$ cat src/rtl/mem_port_arbiter_pkg.sv
// Shared defaults and types for the data-memory port arbiter: the BRAM request
// bundle, the in-flight load tag and the per-cycle grant decision.
package mem_port_arbiter_pkg;

    localparam int ROB_IX_DEFAULT      = 2;
    localparam int MEM_LATENCY_DEFAULT = 2;
    localparam int STARVE_MAX_DEFAULT  = 2;

    typedef enum logic [1:0] {
        GRANT_NONE,
        GRANT_LOAD,
        GRANT_STORE
    } grant_e;

    typedef struct packed {
        logic        en;
        logic [3:0]  we;
        logic [31:0] addr;
        logic [31:0] din;
    } mem_req_t;

    typedef struct packed {
        logic                    valid;
        logic [ROB_IX_DEFAULT:0] rob_ix;
    } ld_tag_t;

endpackage

$ cat src/rtl/mem_port_arbiter_if.sv
// Request, BRAM and load-response signals around the memory-port arbiter.
// The arbiter sits on the slave modport; load buffer, ROB and BRAM on master.
interface mem_port_arbiter_if
    import mem_port_arbiter_pkg::*;
#(
    parameter int ROB_IX      = ROB_IX_DEFAULT,
    parameter int MEM_LATENCY = MEM_LATENCY_DEFAULT
);

    logic                               flush_in;

    logic                               ld_valid_in;
    logic [31:0]                        ld_addr_in;
    logic [ROB_IX:0]                    ld_rob_ix_in;
    logic                               ld_read_out;

    logic                               st_valid_in;
    logic [31:0]                        st_addr_in;
    logic [31:0]                        st_data_in;
    logic [3:0]                         st_byte_en_in;
    logic                               st_ready_out;

    logic                               mem_en_out;
    logic [3:0]                         mem_we_out;
    logic [31:0]                        mem_addr_out;
    logic [31:0]                        mem_din_out;
    logic [31:0]                        mem_dout_in;

    logic                               ld_result_valid_out;
    logic [31:0]                        ld_result_out;
    logic [ROB_IX:0]                    ld_result_rob_ix_out;
    logic [$clog2(MEM_LATENCY+1)-1:0]   inflight_out;

    modport slave (
        input  flush_in,
        input  ld_valid_in, ld_addr_in, ld_rob_ix_in,
        output ld_read_out,
        input  st_valid_in, st_addr_in, st_data_in, st_byte_en_in,
        output st_ready_out,
        output mem_en_out, mem_we_out, mem_addr_out, mem_din_out,
        input  mem_dout_in,
        output ld_result_valid_out, ld_result_out, ld_result_rob_ix_out,
        output inflight_out
    );

    modport master (
        output flush_in,
        output ld_valid_in, ld_addr_in, ld_rob_ix_in,
        input  ld_read_out,
        output st_valid_in, st_addr_in, st_data_in, st_byte_en_in,
        input  st_ready_out,
        input  mem_en_out, mem_we_out, mem_addr_out, mem_din_out,
        output mem_dout_in,
        input  ld_result_valid_out, ld_result_out, ld_result_rob_ix_out,
        input  inflight_out
    );

endinterface

$ cat src/rtl/mem_port_arbiter_ld_resp_pipe.sv
// Fixed-depth shift register of {valid, rob_ix} tags that mirrors the BRAM read
// latency; a clear drops every in-flight entry.
module mem_port_arbiter_ld_resp_pipe
    import mem_port_arbiter_pkg::*;
#(
    parameter int  DEPTH = MEM_LATENCY_DEFAULT,
    parameter type tag_t = ld_tag_t
) (
    input  logic                         clk_in,
    input  logic                         rst_in,
    input  logic                         clear_in,
    input  tag_t                         push_in,
    output tag_t                         tail_out,
    output logic [$clog2(DEPTH+1)-1:0]   count_out
);

    localparam int CNT_W = $clog2(DEPTH + 1);

    tag_t stage_q [DEPTH];

    always_ff @(posedge clk_in) begin
        if (rst_in || clear_in) begin
            for (int i = 0; i < DEPTH; i++) begin
                stage_q[i] <= '0;
            end
        end else begin
            stage_q[0] <= push_in;
            for (int i = 1; i < DEPTH; i++) begin
                stage_q[i] <= stage_q[i-1];
            end
        end
    end

    assign tail_out = stage_q[DEPTH-1];

    always_comb begin
        count_out = '0;
        for (int i = 0; i < DEPTH; i++) begin
            count_out = count_out + CNT_W'(stage_q[i].valid);
        end
    end

endmodule

$ cat src/rtl/mem_port_arbiter.sv
// Shares the single BRAM port between load issue and store commit, one access
// per cycle, and returns load data tagged with its ROB index after MEM_LATENCY.
module mem_port_arbiter
    import mem_port_arbiter_pkg::*;
#(
    parameter int ROB_IX      = ROB_IX_DEFAULT,
    parameter int MEM_LATENCY = MEM_LATENCY_DEFAULT,
    parameter int STARVE_MAX  = STARVE_MAX_DEFAULT
) (
    input  logic              clk_in,
    input  logic              rst_in,
    mem_port_arbiter_if.slave bus
);

    localparam int STARVE_W = (STARVE_MAX < 1) ? 1 : $clog2(STARVE_MAX + 1);
    localparam int CNT_W    = $clog2(MEM_LATENCY + 1);

    typedef struct packed {
        logic            valid;
        logic [ROB_IX:0] rob_ix;
    } rob_tag_t;

    grant_e              grant;
    logic [STARVE_W-1:0] starve_q;
    logic                starved;
    logic                ld_req;
    mem_req_t            req;
    rob_tag_t            push;
    rob_tag_t            tail;
    logic [CNT_W-1:0]    inflight;

    assign ld_req  = bus.ld_valid_in && !bus.flush_in;
    assign starved = (starve_q == STARVE_W'(STARVE_MAX));

    // Store commit normally wins; a load that has been passed over STARVE_MAX times takes the port.
    always_comb begin
        grant = GRANT_NONE;
        if (!rst_in) begin
            if (ld_req && (!bus.st_valid_in || starved)) begin
                grant = GRANT_LOAD;
            end else if (bus.st_valid_in) begin
                grant = GRANT_STORE;
            end
        end
    end

    always_comb begin
        req  = '0;
        push = '0;
        case (grant)
            GRANT_LOAD: begin
                req.en      = 1'b1;
                req.addr    = bus.ld_addr_in;
                push.valid  = 1'b1;
                push.rob_ix = bus.ld_rob_ix_in;
            end
            GRANT_STORE: begin
                req.en   = 1'b1;
                req.we   = bus.st_byte_en_in;
                req.addr = bus.st_addr_in;
                req.din  = bus.st_data_in;
            end
            default: ;
        endcase
    end

    always_ff @(posedge clk_in) begin
        if (rst_in || bus.flush_in || grant == GRANT_LOAD) begin
            starve_q <= '0;
        end else if (grant == GRANT_STORE && bus.ld_valid_in && !starved) begin
            starve_q <= starve_q + STARVE_W'(1);
        end
    end

    mem_port_arbiter_ld_resp_pipe #(
        .DEPTH (MEM_LATENCY),
        .tag_t (rob_tag_t)
    ) u_ld_resp_pipe (
        .clk_in    (clk_in),
        .rst_in    (rst_in),
        .clear_in  (bus.flush_in),
        .push_in   (push),
        .tail_out  (tail),
        .count_out (inflight)
    );

    assign bus.ld_read_out  = (grant == GRANT_LOAD);
    assign bus.st_ready_out = (grant == GRANT_STORE);
    assign bus.mem_en_out   = req.en;
    assign bus.mem_we_out   = req.we;
    assign bus.mem_addr_out = req.addr;
    assign bus.mem_din_out  = req.din;

    // A result reaching the pipe tail in a flush cycle belongs to a squashed load.
    assign bus.ld_result_valid_out  = tail.valid && !bus.flush_in && !rst_in;
    assign bus.ld_result_out        = bus.mem_dout_in;
    assign bus.ld_result_rob_ix_out = rst_in ? '0 : tail.rob_ix;
    assign bus.inflight_out         = rst_in ? '0 : inflight;

endmodule

$ cat src/flat_wrapper.sv
// flat-port wrapper written by rule: the top's interface ports become plain ports
module mem_port_arbiter_flat import mem_port_arbiter_pkg::*;
#(
    parameter int ROB_IX      = ROB_IX_DEFAULT,
    parameter int MEM_LATENCY = MEM_LATENCY_DEFAULT,
    parameter int STARVE_MAX  = STARVE_MAX_DEFAULT
)
  (clk_in, rst_in, bus_flush_in, bus_ld_valid_in, bus_ld_addr_in, bus_ld_rob_ix_in, bus_ld_read_out, bus_st_valid_in, bus_st_addr_in, bus_st_data_in, bus_st_byte_en_in, bus_st_ready_out, bus_mem_en_out, bus_mem_we_out, bus_mem_addr_out, bus_mem_din_out, bus_mem_dout_in, bus_ld_result_valid_out, bus_ld_result_out, bus_ld_result_rob_ix_out, bus_inflight_out);
  mem_port_arbiter_if #(.ROB_IX(ROB_IX), .MEM_LATENCY(MEM_LATENCY)) bus_i ();
  input  logic clk_in;
  input  logic rst_in;
  input wire logic [$bits(bus_i.flush_in)-1:0] bus_flush_in;
  input wire logic [$bits(bus_i.ld_valid_in)-1:0] bus_ld_valid_in;
  input wire logic [$bits(bus_i.ld_addr_in)-1:0] bus_ld_addr_in;
  input wire logic [$bits(bus_i.ld_rob_ix_in)-1:0] bus_ld_rob_ix_in;
  output wire logic [$bits(bus_i.ld_read_out)-1:0] bus_ld_read_out;
  input wire logic [$bits(bus_i.st_valid_in)-1:0] bus_st_valid_in;
  input wire logic [$bits(bus_i.st_addr_in)-1:0] bus_st_addr_in;
  input wire logic [$bits(bus_i.st_data_in)-1:0] bus_st_data_in;
  input wire logic [$bits(bus_i.st_byte_en_in)-1:0] bus_st_byte_en_in;
  output wire logic [$bits(bus_i.st_ready_out)-1:0] bus_st_ready_out;
  output wire logic [$bits(bus_i.mem_en_out)-1:0] bus_mem_en_out;
  output wire logic [$bits(bus_i.mem_we_out)-1:0] bus_mem_we_out;
  output wire logic [$bits(bus_i.mem_addr_out)-1:0] bus_mem_addr_out;
  output wire logic [$bits(bus_i.mem_din_out)-1:0] bus_mem_din_out;
  input wire logic [$bits(bus_i.mem_dout_in)-1:0] bus_mem_dout_in;
  output wire logic [$bits(bus_i.ld_result_valid_out)-1:0] bus_ld_result_valid_out;
  output wire logic [$bits(bus_i.ld_result_out)-1:0] bus_ld_result_out;
  output wire logic [$bits(bus_i.ld_result_rob_ix_out)-1:0] bus_ld_result_rob_ix_out;
  output wire logic [$bits(bus_i.inflight_out)-1:0] bus_inflight_out;
  assign bus_i.flush_in = bus_flush_in;
  assign bus_i.ld_valid_in = bus_ld_valid_in;
  assign bus_i.ld_addr_in = bus_ld_addr_in;
  assign bus_i.ld_rob_ix_in = bus_ld_rob_ix_in;
  assign bus_ld_read_out = bus_i.ld_read_out;
  assign bus_i.st_valid_in = bus_st_valid_in;
  assign bus_i.st_addr_in = bus_st_addr_in;
  assign bus_i.st_data_in = bus_st_data_in;
  assign bus_i.st_byte_en_in = bus_st_byte_en_in;
  assign bus_st_ready_out = bus_i.st_ready_out;
  assign bus_mem_en_out = bus_i.mem_en_out;
  assign bus_mem_we_out = bus_i.mem_we_out;
  assign bus_mem_addr_out = bus_i.mem_addr_out;
  assign bus_mem_din_out = bus_i.mem_din_out;
  assign bus_i.mem_dout_in = bus_mem_dout_in;
  assign bus_ld_result_valid_out = bus_i.ld_result_valid_out;
  assign bus_ld_result_out = bus_i.ld_result_out;
  assign bus_ld_result_rob_ix_out = bus_i.ld_result_rob_ix_out;
  assign bus_inflight_out = bus_i.inflight_out;
  mem_port_arbiter #(.ROB_IX(ROB_IX), .MEM_LATENCY(MEM_LATENCY), .STARVE_MAX(STARVE_MAX)) u_core (.clk_in(clk_in), .rst_in(rst_in), .bus(bus_i));
endmodule
$ cat config.mk
export PLATFORM = sky130hd
export DESIGN_NAME = mem_port_arbiter_flat
export DESIGN_NICKNAME = d
export VERILOG_FILES = /design/src/rtl/mem_port_arbiter_pkg.sv /design/src/rtl/mem_port_arbiter_if.sv /design/src/rtl/mem_port_arbiter_ld_resp_pipe.sv /design/src/rtl/mem_port_arbiter.sv /design/src/flat_wrapper.sv
export SDC_FILE = /design/constraint.sdc
export NUM_CORES = 1
export LEC_CHECK = 0
export ABC_CLOCK_PERIOD_IN_PS = 2350
export CELL_PAD_IN_SITES_DETAIL_PLACEMENT = 1
export CELL_PAD_IN_SITES_GLOBAL_PLACEMENT = 1
export CORE_ASPECT_RATIO = 0.75
export CORE_MARGIN = 3
export CORE_UTILIZATION = 13
export DETAILED_ROUTE_END_ITERATION = 10
export GPL_ROUTABILITY_DRIVEN = 0
export PLACE_DENSITY = 0.88
export SETUP_SLACK_MARGIN = 0.1
export SLEW_MARGIN = 20
export SYNTH_ARGS = -nofsm -noshare
export SYNTH_HDL_FRONTEND = slang
export SYNTH_HIERARCHICAL = 1
export SYNTH_SLANG_ARGS = --single-unit
$ cat constraint.sdc
create_clock -name clk_in -period 2.35 [get_ports clk_in]
set_input_delay 0.235 -clock clk_in [delete_from_list [all_inputs] [get_ports clk_in]]
set_output_delay 0.235 -clock clk_in [all_outputs]
set_load 0.02 [all_outputs]
# After elaboration in Yosys (flattened, before gate mapping)
# Memory sizes are Yosys's and may differ from the RTL's.
# Index checks and enable logic that the tools add are counted.
# word_totals
ram_bits	8
register_bits	2
latchBits	0
in_bits	140
wordCells	38
out_inout_bits	109
romBits	0
memories	1
# op_classes
mux	15
shifts	0
multipliers	0
order_cmp	0
n_eq_ne	3
n_reduce_logical	14
addsub	2
n_bitwise	2
n_div	0
# mem_list
memory	depth	word_bits	rd	rd_ports_with_merged_regs	wr	line_no	source
u_core.u_ld_resp_pipe.stage_q	2	4	2	0	2	mem_port_arbiter_ld_resp_pipe.sv:19	tag_t stage_q [DEPTH];
# ops
cell	count
case mux 32 bit (2 select lines)	1
two-way mux 32 bit	1
two-way mux 4 bit	4
two-way mux 2 bit	4
logical AND 1 bit	6
== test 2 bit, second input constant	2
zero test 1 bit	4
two-way mux 1 bit	4
logical OR 1 bit	3
two-way mux 3 bit	1
adder 1 x 1 -> 2 bit	1
adder 2 x 1 -> 2 bit, second input constant	1
== test 2 x 1 -> 1 bit, second input constant	1
bitwise OR 1 bit	2
OR reduction 2 bit	1

# Depth between registers and ports, before layout
# depth
depth_word	8
mapped_depth	9

# By module
# Netlist, hierarchy kept.
# by_module_without_submodules
module	cells_per_inst	instances	seq_area_each_um2	area_each_um2
mem_port_arbiter	180	1	40.0	1223.7
mem_port_arbiter_ld_resp_pipe	23	1	160.2	325.3

# Least setup slack after synthesis
# OpenSTA, ideal clock, no wires.
# synth_timing
kind	reg2out
startpoint	register u_core.starve_q[0]
endpoint	output bus_mem_addr_out[0]
path_stages_with_launch	9
n_path_buf	1
path_slack_ns	0.323
t_required_ns	2.115
t_arrival_ns	1.792
cell_sequence	dfxtp_1 -> inv_1 -> ha_1 -> nand2b_1 -> nand3_1 -> ha_1 -> buf_2 -> a22oi_1 -> nor2_1
# synth_via
elab_chain_len	7
word_cells_on_any_way	8
cone_classes	eq/ne: 3; mux: 3; reduce/logical: 2
# synth_rtl
item	line_no	source
start: declaration	mem_port_arbiter.sv:24	logic [STARVE_W-1:0] starve_q;
start signal: assignment	mem_port_arbiter.sv:71	starve_q <= starve_q + STARVE_W'(1);
== test 2 bit	mem_port_arbiter.sv:33	assign starved = (starve_q == STARVE_W'(STARVE_MAX));
logical OR 1 bit	mem_port_arbiter.sv:39	if (ld_req && (!bus.st_valid_in || starved)) begin
logical AND 1 bit	mem_port_arbiter.sv:39	
two-way mux 2 bit	mem_port_arbiter.sv:39	
two-way mux 2 bit	mem_port_arbiter.sv:38	if (!rst_in) begin
== test 2 bit	-	
named net bus_st_ready_out	flat_wrapper.sv:21	output wire logic [$bits(bus_i.st_ready_out)-1:0] bus_st_ready_out;
case mux 32 bit (2 select lines)	mem_port_arbiter.sv:50	case (grant)
end: declaration	flat_wrapper.sv:24	output wire logic [$bits(bus_i.mem_addr_out)-1:0] bus_mem_addr_out;
# The timed path passes the listed nets, and every way through them passes these cells.

# Worst setup path after layout
# layout_timing
startpoint	input bus_ld_valid_in
endpoint	output bus_mem_addr_out[8]
# layout_via
elab_chain_len	6
word_cells_on_any_way	7
cone_classes	eq/ne: 2; mux: 3; reduce/logical: 2
# layout_rtl
item	line_no	source
start: declaration	flat_wrapper.sv:13	input wire logic [$bits(bus_i.ld_valid_in)-1:0] bus_ld_valid_in;
logical AND 1 bit *	mem_port_arbiter.sv:32	assign ld_req = bus.ld_valid_in && !bus.flush_in;
logical AND 1 bit *	mem_port_arbiter.sv:39	
two-way mux 2 bit *	mem_port_arbiter.sv:39	
two-way mux 2 bit *	mem_port_arbiter.sv:38	
== test 2 bit or == test 2 x 1 -> 1 bit (tied branches)	mem_port_arbiter.sv:50	
case mux 32 bit (2 select lines) *	mem_port_arbiter.sv:50	
# Every way passes the cells marked *; elsewhere a longest branch is shown, timed or not.

==> impl_results.md <==
* Hpwl dp at 5830 um
* Vias in the first global route at 2162
* Asr flop ratio synth at 0
* Final worst hold slack at 0.470 ns
* CTS max path bufs at 2
* Total via count after detailed routing at 1999
* Worst voltage drop across the vdd grid at 261 uV
* Routed vias/inst at 3.94
* Nature of the critical path endpoint: output pin
* Worst reg2reg startpoint: u_core/starve_q[0]
* RSZ-0062 raised after global routing: true
* Endpoint required time on the critical path at 2.12 ns
* Depth of the worst register-to-register path at 9
* Clock latency at the later pin of the worst-skew pair at 0.23 ns
* Clock sink count at 10
* Fraction of final layout cells with drive strength greater than 1 at 0.299
* Flop-to-flop setup slack at 0.43 ns
* Crit path launch type: input port
* DRT antenna net count at 0
* Most frequent cells in the layout: sky130_fd_sc_hd__clkdlybuf4s50_1 (112), sky130_fd_sc_hd__and2_1 (40), sky130_fd_sc_hd__nor2_1 (30), sky130_fd_sc_hd__buf_2 (21)
* Post-synth net total at 348
* Number of DRC violations after detailed routing at 0
* Total Die Area at 13300 sq um
* FF/Latch Area at 200 sq um
* Max Fanout on Critical Path at 16
* Portion of the post-synthesis area used by sequential elements at 0.129
* Total Routed Length at 7720 um
* Initial antenna violation count at 0
* Slew of the pin with the lowest slew margin at 0.237 ns
* Critical path class: input port to output pin
* Number of enable flip-flop cells after synthesis at 0
* Port Buf Inserts at 184
* DP Area at 3320 sq um
* Number of setup violations in the final report at 0
* Post-route clock period utilization at 0.935
* Multi-input logic area at 1070 sq um
* Start point of the worst hold path: bus_mem_dout_in[27]
* GRT Overall Usage at 0.101
* Setup TNS at 0 ns
* Nets at 497
* Maximum frequency from static timing analysis at 0.455 GHz
* Number of cells on the worst hold path at 0
* Horiz. Die Dim at 132 um
* Ports at 249
* Sum of internal, switching and leakage power at 0.000986 W
* Maximum number of pins on one net before global-route repair at 37
* Most common library cell in the layout ignoring fill and taps: sky130_fd_sc_hd__clkdlybuf4s50_1
* Remaining max-slew budget at the tightest pin at 0.841
* Kind of path behind the tightest hold check: input port to output pin
* Critical Path Slowest Stage Cell: sky130_fd_sc_hd__clkdlybuf4s50_1
* Num CTS Buffers at 3
* Fin worst setup slack at 0.153 ns
* Router iterations before antenna repair at 4
* Number of buffers added for setup after CTS at 0
* Detailed-route wire length per cell at 15.2 um
* Synth Register Bits at 10
* Top flip-flop cell by instance count after synthesis: sky130_fd_sc_hd__dfxtp_1
* Clock Skews at 0.00220 ns
* Antenna diode count at 0
* Outcome: complete, no violations
* Data arrival time at the worst-slack endpoint at 1.96 ns
* Final max-slew violation count at 0
* Reg-to-reg endpoint: u_core/starve_q[0]
* Htree depth at 1
* Hold endpoint: bus_ld_result_out[27]
* Core area at 11300 sq um
* List of cells traversed by the critical path: clkdlybuf4s50_1 -> nand2_1 -> o21a_2 -> ha_4 -> bufbuf_16 -> nor2_1 -> buf_4
* CP peak stage delay at 0.56 ns
* Final critical path time including I/O delays and setup at 2.20 ns
* Static power due to leakage at 1.41 nW
* Hold Fails Final Rpt at 0
* Worst Setup Slack post-DPL at -0.307 ns
* Wire length of the first global-routing pass at 11000 um
* Final std cell area, no fill at 3480 sq um
* Post-Syn Area at 1550 sq um
* Clock Tree Root: sky130_fd_sc_hd__clkbuf_16
* Filler cell count in the final layout at 1346
* Area growth from synthesis to layout at 125%
* Yosys cell types at 26
* Core Rows at 33
* Synthesized netlist cell count at 203
* Maximum capacitance violations at 0
* CTS tree: built
* Mapped Avg Cell Area at 7.63 sq um
* Number of warning messages in the yosys log at 6
* Total gr overflow at 0
* Chip height at 101 um
* Effective utilization at floorplan at 0.137
* Iteration-0 DRC count of the detailed router at 64
* Total power density per cell area at 283 nW/um^2
==> cells in the mapped netlist (2+ instances only) <==
cell	number	area, sq um
sky130_fd_sc_hd__a22oi_1	32	240
sky130_fd_sc_hd__and2_1	40	250
sky130_fd_sc_hd__and2b_2	6	52.6
sky130_fd_sc_hd__buf_2	7	35.0
sky130_fd_sc_hd__buf_4	36	270
sky130_fd_sc_hd__buf_6	7	78.8
sky130_fd_sc_hd__clkbuf_2	3	15.0
sky130_fd_sc_hd__dfxtp_1	10	200
sky130_fd_sc_hd__ha_1	5	62.6
sky130_fd_sc_hd__inv_1	2	7.51
sky130_fd_sc_hd__nor2_1	33	124
sky130_fd_sc_hd__nor3b_2	8	100
==> routing by layer <==
| metal | track usage | routed length [um] |
|---|---|---|
| met1 | 0.110 | 3110 |
| met2 | 0.192 | 3880 |
| met3 | 0.0299 | 652 |
| met4 | 0.0258 | 74 |
| met5 | 0 | 0 |
==> cell type report <==
cell class / instances / share of cell area
clock buffers: 4 / 0.0255
repair buffers: 198 / 0.551
well taps: 157 / 0.0564
inverters: 2 / 0.00216
flip-flops and latches: 10 / 0.0575
multi-input cells: 137 / 0.307
==> registers in the layout (all words and copies together) (netlist names) <==
| register | cells |
|---|---|
| u_core/starve_q | 2 |
| u_core/u_ld_resp_pipe/stage_q | 8 |
==> worst max path at each step <==
| stage | slack [ns] | from | to | depth (start not counted) |
|---|---|---|---|---|
| after global placement | -0.22 | rst_in | bus_mem_addr_out[25] | 7 |
| after detailed placement | -0.31 | rst_in | bus_mem_addr_out[18] | 7 |
| after CTS | 0.09 | u_core/starve_q[0] | bus_mem_addr_out[18] | 9 |
| after global routing | 0.06 | u_core/starve_q[0] | bus_mem_addr_out[8] | 8 |
| final | 0.15 | bus_ld_valid_in | bus_mem_addr_out[8] | 7 |
| after floorplan | 0.32 | u_core/starve_q[0] | bus_mem_addr_out[0] | 8 |
==> report_power, final <==
part | switching [W] | internal [W] | total, W
clock | 0.0000805 | 0.000256 | 0.000337
sequential | 0.000000635 | 0.000172 | 0.000172
combinational | 0.000192 | 0.000284 | 0.000477
total | 0.000274 | 0.000712 | 0.000986
==> worst max-delay path: cells and delay by family <==
family	cells	cell delay, ns
buf+inv	3	1.01
fa+ha+maj	1	0.31
compound gates	1	0.24
simple gates	2	0.17
==> timing repair <==
item	in CTS	in global routing
hold buffers	0	0
gates resized for setup	202	48
cloned	1	2
pin swaps	0	1
endpoints found under the setup margin	71	71
==> kinds of logic (layout without fill, tap and decap cells) <==
group / count (synthesis) / in the layout / synth area share
and+or+nand+nor: 96 / 96 / 0.386
AOI/OAI and AO/OA: 35 / 35 / 0.170
adders and majority gates: 5 / 5 / 0.0404
DFF: 10 / 10 / 0.129
muxes: 1 / 1 / 0.00969
buffers and inverters: 56 / 204 / 0.265
==> stage by stage <==
step	utilization	std cells
6_report	0.309	508
5_1_grt	0.309	508
4_1_cts	0.291	506
3_5_place_dp	0.294	501
3_3_place_gp	0.294	501
2_1_floorplan	-	203
No activity file was read; power rests on OpenSTA's default activity.
==> patch (same flow settings) <==
Change the package constant `ROB_IX_DEFAULT` from 2 to 1.
--- a/src/rtl/mem_port_arbiter_pkg.sv
+++ b/src/rtl/mem_port_arbiter_pkg.sv
@@ -2,7 +2,7 @@
 // bundle, the in-flight load tag and the per-cycle grant decision.
 package mem_port_arbiter_pkg;
 
-    localparam int ROB_IX_DEFAULT      = 2;
+    localparam int ROB_IX_DEFAULT      = 1;
     localparam int MEM_LATENCY_DEFAULT = 2;
     localparam int STARVE_MAX_DEFAULT  = 2;
 
Ports: changed (resized bus_ld_result_rob_ix_out and bus_ld_rob_ix_in); port bits go from 249 to 247. No check against the original RTL was run, so the function may have changed too.
==> patch against the unedited design <==
- sequential share of layout area fell by 0.83 points
- highest routed layer unchanged
- total power fell by 9.9%
- sequential cell count fell by 2
- routed wire length rose by 3.5%
- cell area fell by 5.7%
- synthesized area fell by 12%
- critical path type is now reg -> out
- maximum frequency fell by 0.59%
- critical endpoint is now bus_mem_addr_out[11]
- worst setup slack got worse by 0.013 ns
==> patch: results (changes against the unedited design) <==
arrival_ns: 1.98  # +0.02 ns
synth.area.top_cells: "buf_4, and2_1, a22oi_1"
grt_pass1_wl_um: 11620  # +5.4%
grt_use_total_pct: 12.41  # +2.3 points
layout-drive-gt1-share_pct: 24.20  # -5.7 points
critPathMaxFanout: 8  # -8
slowest_delay_ns: 0.32  # -0.24 ns
wl_per_cell_um: 16.81  # +11%
switching_share_pct: 28.48  # +0.72 points
synth-adder-area-share_pct: 4.579  # +0.54 points
place_area_um2: 3113  # -6.1%
synthMuxAreaShare_pct: 1.099  # +0.13 points
synth_compound_area_share_pct: 19.23  # +2.3 points
place_hpwl_um: 6131  # +5.2%
outcome: "completed"
place_ws_ns: -0.2950  # +0.01184 ns
grt_max_degree: 38  # +2.7%
synth_cells: 193  # -4.9%
dp.cells: 467  # -6.8%
hp-class: "reg -> reg"
via_per_inst: 4.173  # +6.0%
syn_nets: 337  # -3.2%
p_leak_nw: 1.368  # -3.3%
portBuffers: 182  # -1.1%
drt_iter0_markers: 23  # -64%
ir_drop_mv: 0.2287  # -12%
-- patch: cell count changes after synthesis --
cell	unedited run	this run
nor2b_1	0	4
nor3b_2	8	0
buf_6	7	1
and2b_1	0	1
nor4_1	0	1
buf_2	7	11
clkbuf_2	3	0
and2_1	40	39
nor3b_1	0	6
dfxtp_1	10	8
nor4_2	1	0
buf_4	36	37
and2b_2	6	0
-- patch: cells by family after synthesis --
family | count (synthesis)
AOI/OAI and AO/OA | 35
adders and majority gates | 5
buffers and inverters | 52
DFF | 8
muxes | 1
and+or+nand+nor | 92
-- patch: repair_timing --
item,4_1_cts,5_1_grt
endpoints found under the setup margin,71,68
hold buffers,0,0
gates resized for setup,219,20
setup buffers,2,0
hold endpoints to repair,0,0
pin swaps,3,1
gates cloned,3,0
-- patch: per-stage QoR --
stage	util, %	hold slack [ns]
after floorplan	-	0.3101
after global placement	31.35	0.4449
after global routing	33.08	0.4700
final	33.08	0.4610
after detailed placement	31.35	0.4594
after CTS	32.30	0.4652
-- patch: layout make-up --
type | count | area [um2]
inverter | 2 | 7.507
timing repair buffer | 197 | 1886
sequential | 8 | 161.4
clock buffer | 3 | 75.07
tap | 132 | 165.2
multi-input combinational | 133 | 989.7
fill | 1187 | 6645
-- patch: path summary, 6_finish.rpt --
kind,startpoint,endpoint,slack [ns],cells past startpoint
min,u_core/u_ld_resp_pipe/stage_q[0][0]$_SDFF_PP0_,u_core/u_ld_resp_pipe/stage_q[0][3]$_SDFF_PP0_,0.46,1
min reg2reg,u_core/u_ld_resp_pipe/stage_q[0][0]$_SDFF_PP0_,u_core/u_ld_resp_pipe/stage_q[0][3]$_SDFF_PP0_,0.46,1
max reg2reg,u_core/starve_q[0]$_SDFFE_PP0P_,u_core/starve_q[0]$_SDFFE_PP0P_,0.46,9
max,u_core/starve_q[0]$_SDFFE_PP0P_,bus_mem_addr_out[11],0.14,10
-- patch: routing by layer --
metal,track usage [%],wire [um],up-vias
met5,0,0,-
met4,2.099,59,0
met3,3.844,639,4
met2,25.13,4368,124
met1,12.77,2918,934
li1,-,-,920
-- patch: power by group through the flow --
stage / registers [mW] / logic (mW) / clock network, mW
2_1_floorplan: 0.140 / 0.226 / 0
3_3_place_gp: 0.140 / 0.438 / 0
3_5_place_dp: 0.140 / 0.450 / 0
4_1_cts: 0.138 / 0.463 / 0.289
5_1_grt: 0.139 / 0.499 / 0.300
6_report: 0.139 / 0.467 / 0.282
-- patch: critical path, delay by kind of cell, from the launching register on --
kind / cells / cell delay, ns
buffers and inverters: 4 / 0.52
AO/OA/AOI/OAI: 2 / 0.42
flip-flops: 1 / 0.32
adder cells (fa/ha/maj): 2 / 0.32
AND/OR/NAND/NOR: 2 / 0.16
